### src/rtl/sonar_proximity_frontend.sv
// sonar_proximity_frontend
// Round-robin ultrasonic ranging front-end for three HC-SR04-style sensors.
// Fires a trigger on one channel, times the echo pulse, and turns the width
// into a registered "object close" flag using a near threshold plus hysteresis.
//
// Build option:
//   SONAR_CONFIRM_EN - when defined, a near flag only flips after two
//                      consecutive measurements on that channel agree on the
//                      change. When undefined, the first qualifying
//                      measurement flips it.

module sonar_proximity_frontend #(
  parameter int TRIG_LEN     = 10,
  parameter int RISE_TIMEOUT = 4000,
  parameter int ECHO_TIMEOUT = 30000,
  parameter int NEAR_THRESH  = 5800,
  parameter int HYST         = 290,
  parameter int GAP_CYCLES   = 2000,
  parameter int CNT_W        = 16
) (
  input  logic       clk,
  input  logic       rst_n,
  input  logic       ena,
  input  logic [2:0] echo_in,
  output logic [2:0] trig_out,
  output logic [2:0] near,
  output logic       meas_done,
  output logic [1:0] meas_chan
);

  // Sequencer states
  localparam logic [2:0] S_IDLE      = 3'd0;
  localparam logic [2:0] S_TRIG      = 3'd1;
  localparam logic [2:0] S_WAIT_RISE = 3'd2;
  localparam logic [2:0] S_MEASURE   = 3'd3;
  localparam logic [2:0] S_DONE      = 3'd4;
  localparam logic [2:0] S_GAP       = 3'd5;

  // Counter-width copies of the timing parameters
  localparam logic [CNT_W-1:0] TRIG_LEN_C     = CNT_W'(TRIG_LEN);
  localparam logic [CNT_W-1:0] RISE_TIMEOUT_C = CNT_W'(RISE_TIMEOUT);
  localparam logic [CNT_W-1:0] ECHO_TIMEOUT_C = CNT_W'(ECHO_TIMEOUT);
  localparam logic [CNT_W-1:0] NEAR_THRESH_C  = CNT_W'(NEAR_THRESH);
  localparam logic [CNT_W-1:0] RELEASE_C      = CNT_W'(NEAR_THRESH + HYST);
  localparam logic [CNT_W-1:0] GAP_CYCLES_C   = CNT_W'(GAP_CYCLES);
  localparam logic [CNT_W-1:0] CNT_ONE        = CNT_W'(1);

  // Echo synchronisers
  logic [2:0] sync_meta_reg;
  logic [2:0] e_s_reg;

  // Sequencer state
  logic [2:0]       state_reg;
  logic [1:0]       ch_reg;
  logic [CNT_W-1:0] cnt_reg;
  logic [2:0]       trig_reg;
  logic             meas_done_reg;
  logic [2:0]       near_reg;
  logic [2:0]       near_next;

  // Derived combinational terms
  logic             e_sel;
  logic [CNT_W-1:0] cnt_inc;
  logic [1:0]       ch_after;
  logic             fin_valid;
  logic             fin_far;
  logic             want_set;
  logic             want_clr;
  logic             change;

  // One-hot trigger pattern for a channel number
  function automatic logic [2:0] ch_onehot(input logic [1:0] c);
    ch_onehot = 3'b001 << c;
  endfunction

  assign e_sel    = e_s_reg[ch_reg];
  assign cnt_inc  = cnt_reg + CNT_ONE;
  assign ch_after = (ch_reg == 2'd2) ? 2'd0 : ch_reg + 2'd1;

  // Two-flop synchroniser on every echo line; keeps running while ena is low
  always_ff @(posedge clk) begin
    if (!rst_n) begin
      sync_meta_reg <= 3'b000;
      e_s_reg       <= 3'b000;
    end else begin
      sync_meta_reg <= echo_in;
      e_s_reg       <= sync_meta_reg;
    end
  end

  // Detect the cycle in which a measurement finishes and classify the result.
  // In MEASURE the counter holds the echo width seen so far; a falling edge
  // finishes with that width, either timeout finishes as FAR.
  always_comb begin
    fin_valid = 1'b0;
    fin_far   = 1'b0;
    case (state_reg)
      S_WAIT_RISE: begin
        if (!e_sel && (cnt_inc == RISE_TIMEOUT_C)) begin
          fin_valid = 1'b1;
          fin_far   = 1'b1;
        end
      end
      S_MEASURE: begin
        if (e_sel) begin
          if (cnt_inc == ECHO_TIMEOUT_C) begin
            fin_valid = 1'b1;
            fin_far   = 1'b1;
          end
        end else begin
          fin_valid = 1'b1;
          fin_far   = 1'b0;
        end
      end
      default: begin
        fin_valid = 1'b0;
        fin_far   = 1'b0;
      end
    endcase
  end

  // Hysteresis decision for the selected channel: does this result ask to
  // flip its near flag? Width equal to the threshold is not near; width equal
  // to threshold plus hysteresis releases.
  always_comb begin
    want_set = !fin_far && (cnt_reg < NEAR_THRESH_C);
    want_clr = fin_far || (cnt_reg >= RELEASE_C);
    change   = fin_valid && (near_reg[ch_reg] ? want_clr : want_set);
  end

  // Main measurement sequencer: trigger, wait for echo, time it, settle
  always_ff @(posedge clk) begin
    if (!rst_n || !ena) begin
      state_reg     <= S_IDLE;
      ch_reg        <= 2'd0;
      cnt_reg       <= '0;
      trig_reg      <= 3'b000;
      meas_done_reg <= 1'b0;
    end else begin
      meas_done_reg <= 1'b0;
      case (state_reg)
        S_IDLE: begin
          state_reg <= S_TRIG;
          cnt_reg   <= '0;
          trig_reg  <= ch_onehot(ch_reg);
        end
        S_TRIG: begin
          if (cnt_inc == TRIG_LEN_C) begin
            trig_reg  <= 3'b000;
            cnt_reg   <= '0;
            state_reg <= S_WAIT_RISE;
          end else begin
            cnt_reg <= cnt_inc;
          end
        end
        S_WAIT_RISE: begin
          if (e_sel) begin
            cnt_reg   <= CNT_ONE;
            state_reg <= S_MEASURE;
          end else if (fin_valid) begin
            cnt_reg       <= '0;
            meas_done_reg <= 1'b1;
            state_reg     <= S_DONE;
          end else begin
            cnt_reg <= cnt_inc;
          end
        end
        S_MEASURE: begin
          if (fin_valid) begin
            cnt_reg       <= '0;
            meas_done_reg <= 1'b1;
            state_reg     <= S_DONE;
          end else begin
            cnt_reg <= cnt_inc;
          end
        end
        S_DONE: begin
          cnt_reg   <= '0;
          state_reg <= S_GAP;
        end
        S_GAP: begin
          if (cnt_inc == GAP_CYCLES_C) begin
            cnt_reg   <= '0;
            ch_reg    <= ch_after;
            trig_reg  <= ch_onehot(ch_after);
            state_reg <= S_TRIG;
          end else begin
            cnt_reg <= cnt_inc;
          end
        end
        default: begin
          state_reg <= S_IDLE;
          cnt_reg   <= '0;
          trig_reg  <= 3'b000;
        end
      endcase
    end
  end

`ifdef SONAR_CONFIRM_EN
  // A change only lands when the previous measurement on the same channel
  // asked for it too; the pending flag remembers that first request.
  logic [2:0] pend_reg;
  logic [2:0] pend_next;

  for (genvar gi = 0; gi < 3; gi++) begin : g_chan
    logic sel;
    assign sel           = fin_valid && (ch_reg == 2'(gi));
    assign near_next[gi] = (sel && change && pend_reg[gi]) ? ~near_reg[gi] : near_reg[gi];
    assign pend_next[gi] = sel ? (change && !pend_reg[gi]) : pend_reg[gi];
  end

  // Near and pending flags update on the edge that enters DONE
  always_ff @(posedge clk) begin
    if (!rst_n || !ena) begin
      near_reg <= 3'b000;
      pend_reg <= 3'b000;
    end else begin
      near_reg <= near_next;
      pend_reg <= pend_next;
    end
  end
`else
  // The first qualifying measurement flips the channel's flag
  for (genvar gi = 0; gi < 3; gi++) begin : g_chan
    logic sel;
    assign sel           = fin_valid && (ch_reg == 2'(gi));
    assign near_next[gi] = (sel && change) ? ~near_reg[gi] : near_reg[gi];
  end

  // Near flags update on the edge that enters DONE
  always_ff @(posedge clk) begin
    if (!rst_n || !ena) begin
      near_reg <= 3'b000;
    end else begin
      near_reg <= near_next;
    end
  end
`endif

  assign trig_out  = trig_reg;
  assign near      = near_reg;
  assign meas_done = meas_done_reg;
  assign meas_chan = ch_reg;

endmodule

### config.mk
export PLATFORM = sky130hd
export DESIGN_NAME = sonar_proximity_frontend
export DESIGN_NICKNAME = d
export VERILOG_FILES = /design/src/rtl/sonar_proximity_frontend.sv
export SDC_FILE = /design/constraint.sdc
export NUM_CORES = 1
export LEC_CHECK = 0
export CAP_MARGIN = 20
export CORE_MARGIN = 2
export CORE_UTILIZATION = 30
export DETAILED_ROUTE_END_ITERATION = 10
export PLACE_DENSITY_LB_ADDON = 0.25
export SYNTH_ARGS = -nofsm -noshare
export SYNTH_HDL_FRONTEND = slang
export SYNTH_SLANG_ARGS = --single-unit
### constraint.sdc
create_clock -name clk -period 3.5 [get_ports clk]
set_input_delay 0.7 -clock clk [delete_from_list [all_inputs] [get_ports clk]]
set_output_delay 0.7 -clock clk [all_outputs]
set_load 0.005 [all_outputs]
# Word level (Yosys, flattened, before mapping)
# Index checks and enable logic that the tools add are counted.
[word_totals]
input_bits = 6
regBits = 34
elab_cells = 83
[op_classes]
bitwise = 4
shifts = 2
magnitude_cmp = 3
n_mux = 28
eq_ne = 13
reduce_logical = 21
addsub = 2
[op_table]
columns = ["cell", "count"]
rows = [
  ["two-way mux 16 bit", 4],
  ["one-hot mux 16 bit (4 select lines)", 1],
  ["two-way mux 3 bit", 6],
  ["one-hot mux 3 bit (6 select lines)", 1],
  ["adder 16 x 1 -> 16 bit (second input constant)", 1],
  ["== test 16 x 11 -> 1 bit (second input constant)", 1],
  ["== test 16 x 12 -> 1 bit (second input constant)", 1],
  ["== test 16 x 15 -> 1 bit (second input constant)", 1],
  ["== test 16 x 4 -> 1 bit (second input constant)", 1],
  [">= comparator 16 x 13 -> 1 bit (second input constant)", 1],
  ["< comparator 16 x 13 -> 1 bit (second input constant)", 1],
  ["one-hot mux 3 bit (4 select lines)", 1],
  ["logical AND 1 bit", 9],
  ["two-way mux 1 bit", 9],
  ["== test 3 x 2 -> 1 bit (second input constant)", 2],
  ["== test 3 bit (second input constant)", 2],
  ["one-hot mux 1 bit (2 select lines)", 3],
  ["left shift 1 x 2 -> 3 bit (first input constant)", 2],
  ["binary-select mux 1 bit (select 2 bit)", 2],
  ["zero test 1 bit", 4],
  ["!= test 2 bit (second input constant)", 2],
  ["NOT 1 bit", 4],
  ["AND reduction 2 bit", 2],
  ["== test 3 x 1 -> 1 bit (second input constant)", 1],
  ["other kinds (10)", 11],
]

# Logic depth before layout (Yosys ltp)
# Gate-level depths: netlist of run 1.
[depth]
word_depth = 11
mapped_depth = 11

# Worst setup path before layout of run 1
# No wires, ideal clock.
[synth_path]
kind = "reg2reg"
start = "reg cnt_reg[0]"
end = "reg cnt_reg[12]"
setup_ns = 0.132
required_time_ns = 3.368
path_buffers = 2
arrival_ns = 2.546
path_stages_with_launch = 12
setup_slack_ns = 0.822
cell_sequence = "dfxtp_1 > ha_1 > clkbuf_1 > nand3_1 > xnor2_1 > nand3_1 > nor4b_1 > a22oi_1 > o21ba_2 > a21oi_2 > buf_4 > nor3_2"
[synth_between]
elab_chain_cells = 8
word_cells_on_any_way = 15
[synth_rtl]
columns = ["element", "line", "rtl"]
rows = [
  ["start: declaration", "55", "logic [CNT_W-1:0] cnt_reg;"],
  ["start signal: assignment", "153", "cnt_reg <= cnt_inc;"],
  ["start signal: assignment", "165", "cnt_reg <= cnt_inc;"],
  ["start signal: assignment", "174", "cnt_reg <= cnt_inc;"],
  ["adder 16 x 1 -> 16 bit (*)", "77", "assign cnt_inc = cnt_reg + CNT_ONE;"],
  ["== test 16 x 15 -> 1 bit or == test 16 x 12 -> 1 bit (tied branches)", "106, 99", ""],
  ["two-way mux 1 bit or logical AND 1 bit (tied branches)", "106, 99", ""],
  ["two-way mux 1 bit (on tied branches)", "105, 99", ""],
  ["one-hot mux 1 bit (2 select lines)", "97", "case (state_reg)"],
  ["two-way mux 16 bit", "160, 169", ""],
  ["two-way mux 16 bit", "157", "if (e_sel) begin"],
  ["one-hot mux 16 bit (4 select lines) (*)", "141", "case (state_reg)"],
]
# Mark *: on every way between the ends. The rest lies on a longest branch, timed or not.
# A chain may end at the register's enable or synchronous reset.

# Worst setup path in the final report of run 1
[layout_path]
start = "reg cnt_reg[1]"
end = "reg trig_reg[1] (netlist: trig_out[1])"
[layout_between]
elab_chain_cells = 4
word_cells_on_any_way = 6
[layout_rtl]
columns = ["element", "line", "rtl"]
rows = [
  ["adder 16 x 1 -> 16 bit (*)", "77", ""],
  ["== test 16 x 11 -> 1 bit or == test 16 x 4 -> 1 bit (tied branches)", "182, 148", ""],
  ["!= test 2 bit (no source line)", "--", ""],
  ["AND reduction 3 bit (no source line) (*)", "--", ""],
  ["end signal: assignment", "145", "trig_reg <= ch_onehot(ch_reg);"],
  ["end signal: assignment", "185", "trig_reg <= ch_onehot(ch_after);"],
  ["end: declaration", "56", "logic [2:0] trig_reg;"],
]
# Marks and branches as above.

==> results.toml, run 1 <==
[critical_path]
cp.depth = 9
rr_endpoint = "trig_out[1]"
worst-r2r-cell-count = 9
endpoint_kind = "flop"
critPathMaxStageDelay_ns = 0.49
crit_chain = "ha_1 -> nand2_1 -> nor4_2 -> nand4_1 -> a2111oi_2 -> nand4_1 -> o211ai_2 -> mux2i_1 -> nor2_1"
crit_fanout = 12
worst_path_max_delay_cell = "nor4_2"
path_buf_inv = 0
crit_family = "simple AND/OR/NAND/NOR gates"
rrSetupSlack_ns = 0.43
cp.required_ns = 3.66
r2r_start = "cnt_reg[1]"
crit_type = "flop to flop"
arrival_ns = 3.23
cp_common_cell = "nand4_1"
startpoint_type = "flop"

[place]
dp_hpwl_mm = 4.42
place_congestion = 0.934
portBuffers = 14
dp_slack_ns = 0.485
dp_cells = 381

[final_layout]
utilization_pct = 35.7
drive_gt1_share_pct = 13.9
num-fill-cells = 764
synthToLayoutAreaGrowth_pct = 15.2
n_antenna_cell = 0
largest_reg_flops = 16
fin_cells = 387
register_area_um2 = 681
fin_nets = 298
multiInputGateArea_um2 = 1450

[power]
switching_share_pct = 22.0
p_sw_w = 0.000158
intPower_w = 0.000558
worst_ir_drop_vdd_v = 0.000206
seq_power_share_pct = 55.1
p_clk_share_pct = 40.0
p_per_area_nw_per_um2 = 277
leakagePower_nw = 0.809
comb_power_share_pct = 4.9
finalPower_w = 0.000716

[die]
start_util_pct = 31.0
row_count = 31
core_area_um2 = 7250
die_width_um = 90.5
io_pins = 15
die_area_um2 = 8190
die_y_um = 90.5

[worst_hold_path]
worstHoldPathCells = 1
min_to = "e_s_reg[0]"
hold_path.class = "flop to flop"
min_from = "sync_meta_reg[0]"

[timing]
maxSlewHeadroom_pct = 63.2
rsz0062_at_grt = "false"
finalSetupViolations = 0
fin_ws_ns = 0.428
finalCritPeriodShare_pct = 87.8
worst_clock_skew_ns = 0.00528
tns_ns = 0
min_period_ns = 3.07
final-max-slew-violation-count = 0
hold_viol = 0
fmax_mhz = 325
worst_pin_slew_ns = 0.551

[cts]
cts_sinks = 34
insertion_delay_ns = 0.29
cts.clk_slew.worst_paths_ns = 0.07
clockBufferDepth = 2
htree_levels = 2
cts-hold-fix-buffers = 0
postCtsSetupBuffers = 0
post_cts_resize_count = 0
cts_tree = "done"
cts_buffers = 5
clockRootBuffer = "clkbuf_8"

[drt]
postRouteAntennaNets = 0
detail_route.wl_per_cell_um = 15.5
route.detailed.drc = 0
vias = 2142
postRouteWirelength_mm = 6.00
vias_per_cell = 5.53
first_iter_violations = 207
drt_first_pass_iters = 4

[global_route]
antenna_found_initial = 0
grt_pass1_wl_mm = 9.97
grt_overflow_total = 0
grt.total_usage_pct = 15.0
grt_pass1_vias = 2002
grt_max_degree = 16

[logic_synthesis]
synth_ff_type = "dfxtp_1"
synth_enable_flop_cells = 0
netlist_area_um2 = 2250
synth_seq_area_share_pct = 30.3
yosysWarningCount = 0
ys_seq_elements = 34
netlist_instances = 278
ys_types = 65
async_flop_share_pct = 0
syn_nets = 287
syn_area_per_cell_um2 = 8.08

[run]
cap_violations = 0

[run_status]
status = "finished, final reports clean"
==> stage by stage <==
| stage | hold slack [ns] | instance area [µm²] |
|---|---|---|
| global route | 0.441 | 2590 |
| detailed placement | 0.417 | 2500 |
| global placement | 0.417 | 2500 |
| finish | 0.431 | 2590 |
| CTS | 0.432 | 2590 |
| floorplan | 0.412 | 2250 |
==> worst max-delay path by stage <==
stage | from | endpoint | slack (ns)
final | cnt_reg[1] | trig_out[1] | 0.43
after global placement | cnt_reg[12] | cnt_reg[9] | 0.59
after global routing | cnt_reg[1] | trig_out[1] | 0.06
after floorplan | cnt_reg[0] | cnt_reg[12] | 0.82
after CTS | cnt_reg[0] | cnt_reg[9] | 0.45
after detailed placement | cnt_reg[0] | trig_out[1] | 0.49
==> Yosys cell counts, drive strengths merged (3+ instances only) <==
cell | number | area share (%)
buf | 6 | 1.5
nor4 | 5 | 1.7
dfxtp | 34 | 30
nor3 | 20 | 6.0
xnor2 | 7 | 2.7
nand4b | 6 | 2.6
a2111oi | 3 | 1.7
nor2 | 18 | 3.0
nand2b | 7 | 1.9
nand4 | 12 | 4.0
a21oi | 9 | 2.2
inv | 6 | 1.0
clkbuf | 16 | 2.7
o21ai | 13 | 2.9
a211oi | 5 | 1.7
mux2i | 6 | 2.7
a22oi | 3 | 1.0
nand2 | 31 | 5.2
ha | 3 | 1.7
and2 | 8 | 2.2
nand3 | 9 | 2.2
or3 | 5 | 1.6
and3 | 3 | 0.84
o21a | 3 | 1.0
o31a | 3 | 1.2
==> power groups by stage <==
stage          clock, W  combinational (W)  sequential [W]
2_1_floorplan         0          0.0000217        0.000402
3_3_place_gp          0          0.0000346        0.000403
3_5_place_dp          0          0.0000352        0.000403
4_1_cts        0.000294          0.0000353        0.000395
5_1_grt        0.000304          0.0000392        0.000395
6_report       0.000286          0.0000349        0.000395
==> cell usage in the layout, fill, tap and decap left out, drive strengths merged, types with 5 or more instances in the layout <==
| master | count |
|---|---|
| o21ai | 13 |
| nand3 | 9 |
| buf | 12 |
| nor2 | 18 |
| a211oi | 5 |
| mux2i | 6 |
| nor4 | 5 |
| a21oi | 9 |
| nand4b | 6 |
| nand2 | 31 |
| nand4 | 12 |
| nor3 | 20 |
| dfxtp | 34 |
| nand2b | 7 |
| and2 | 8 |
| or3 | 5 |
| inv | 6 |
| xnor2 | 7 |
| clkbuf | 6 |
| clkdlybuf4s50 | 14 |
==> final cells by class <==
cell class,instances,share of cell area [%]
well taps,99,4.79
flip-flops and latches,34,26.3
multi-input cells,216,55.9
inverters,6,0.870
repair buffers,26,8.90
clock buffers,6,3.19
==> routing by layer <==
layer  GRT usage, %  vias to the layer above  wire length [µm]
li1               -                     1050                 -
met1           20.2                     1014              2820
met2           24.2                       66              2780
met3           2.84                       12               297
met4           5.00                        0               104
met5              0                        -                 0
==> cell families after synthesis <==
logic type	share of synthesized area, %
AND/OR/NAND/NOR	37.1
AO/OA/AOI/OAI	19.5
flip-flops	30.3
buffers and inverters	5.24
XOR/XNOR	3.51
multiplexers	2.67
adder cells (fa/ha/maj)	1.67
(Power assumes the default switching activity.)
==> run 2, diff against run 1 <==
Settings changed: SLEW_MARGIN set to 20, TNS_END_PERCENT set to 20.
==> results of run 2 <==
Same layout as run 1: the final DEF is identical, and so are final timing and power.
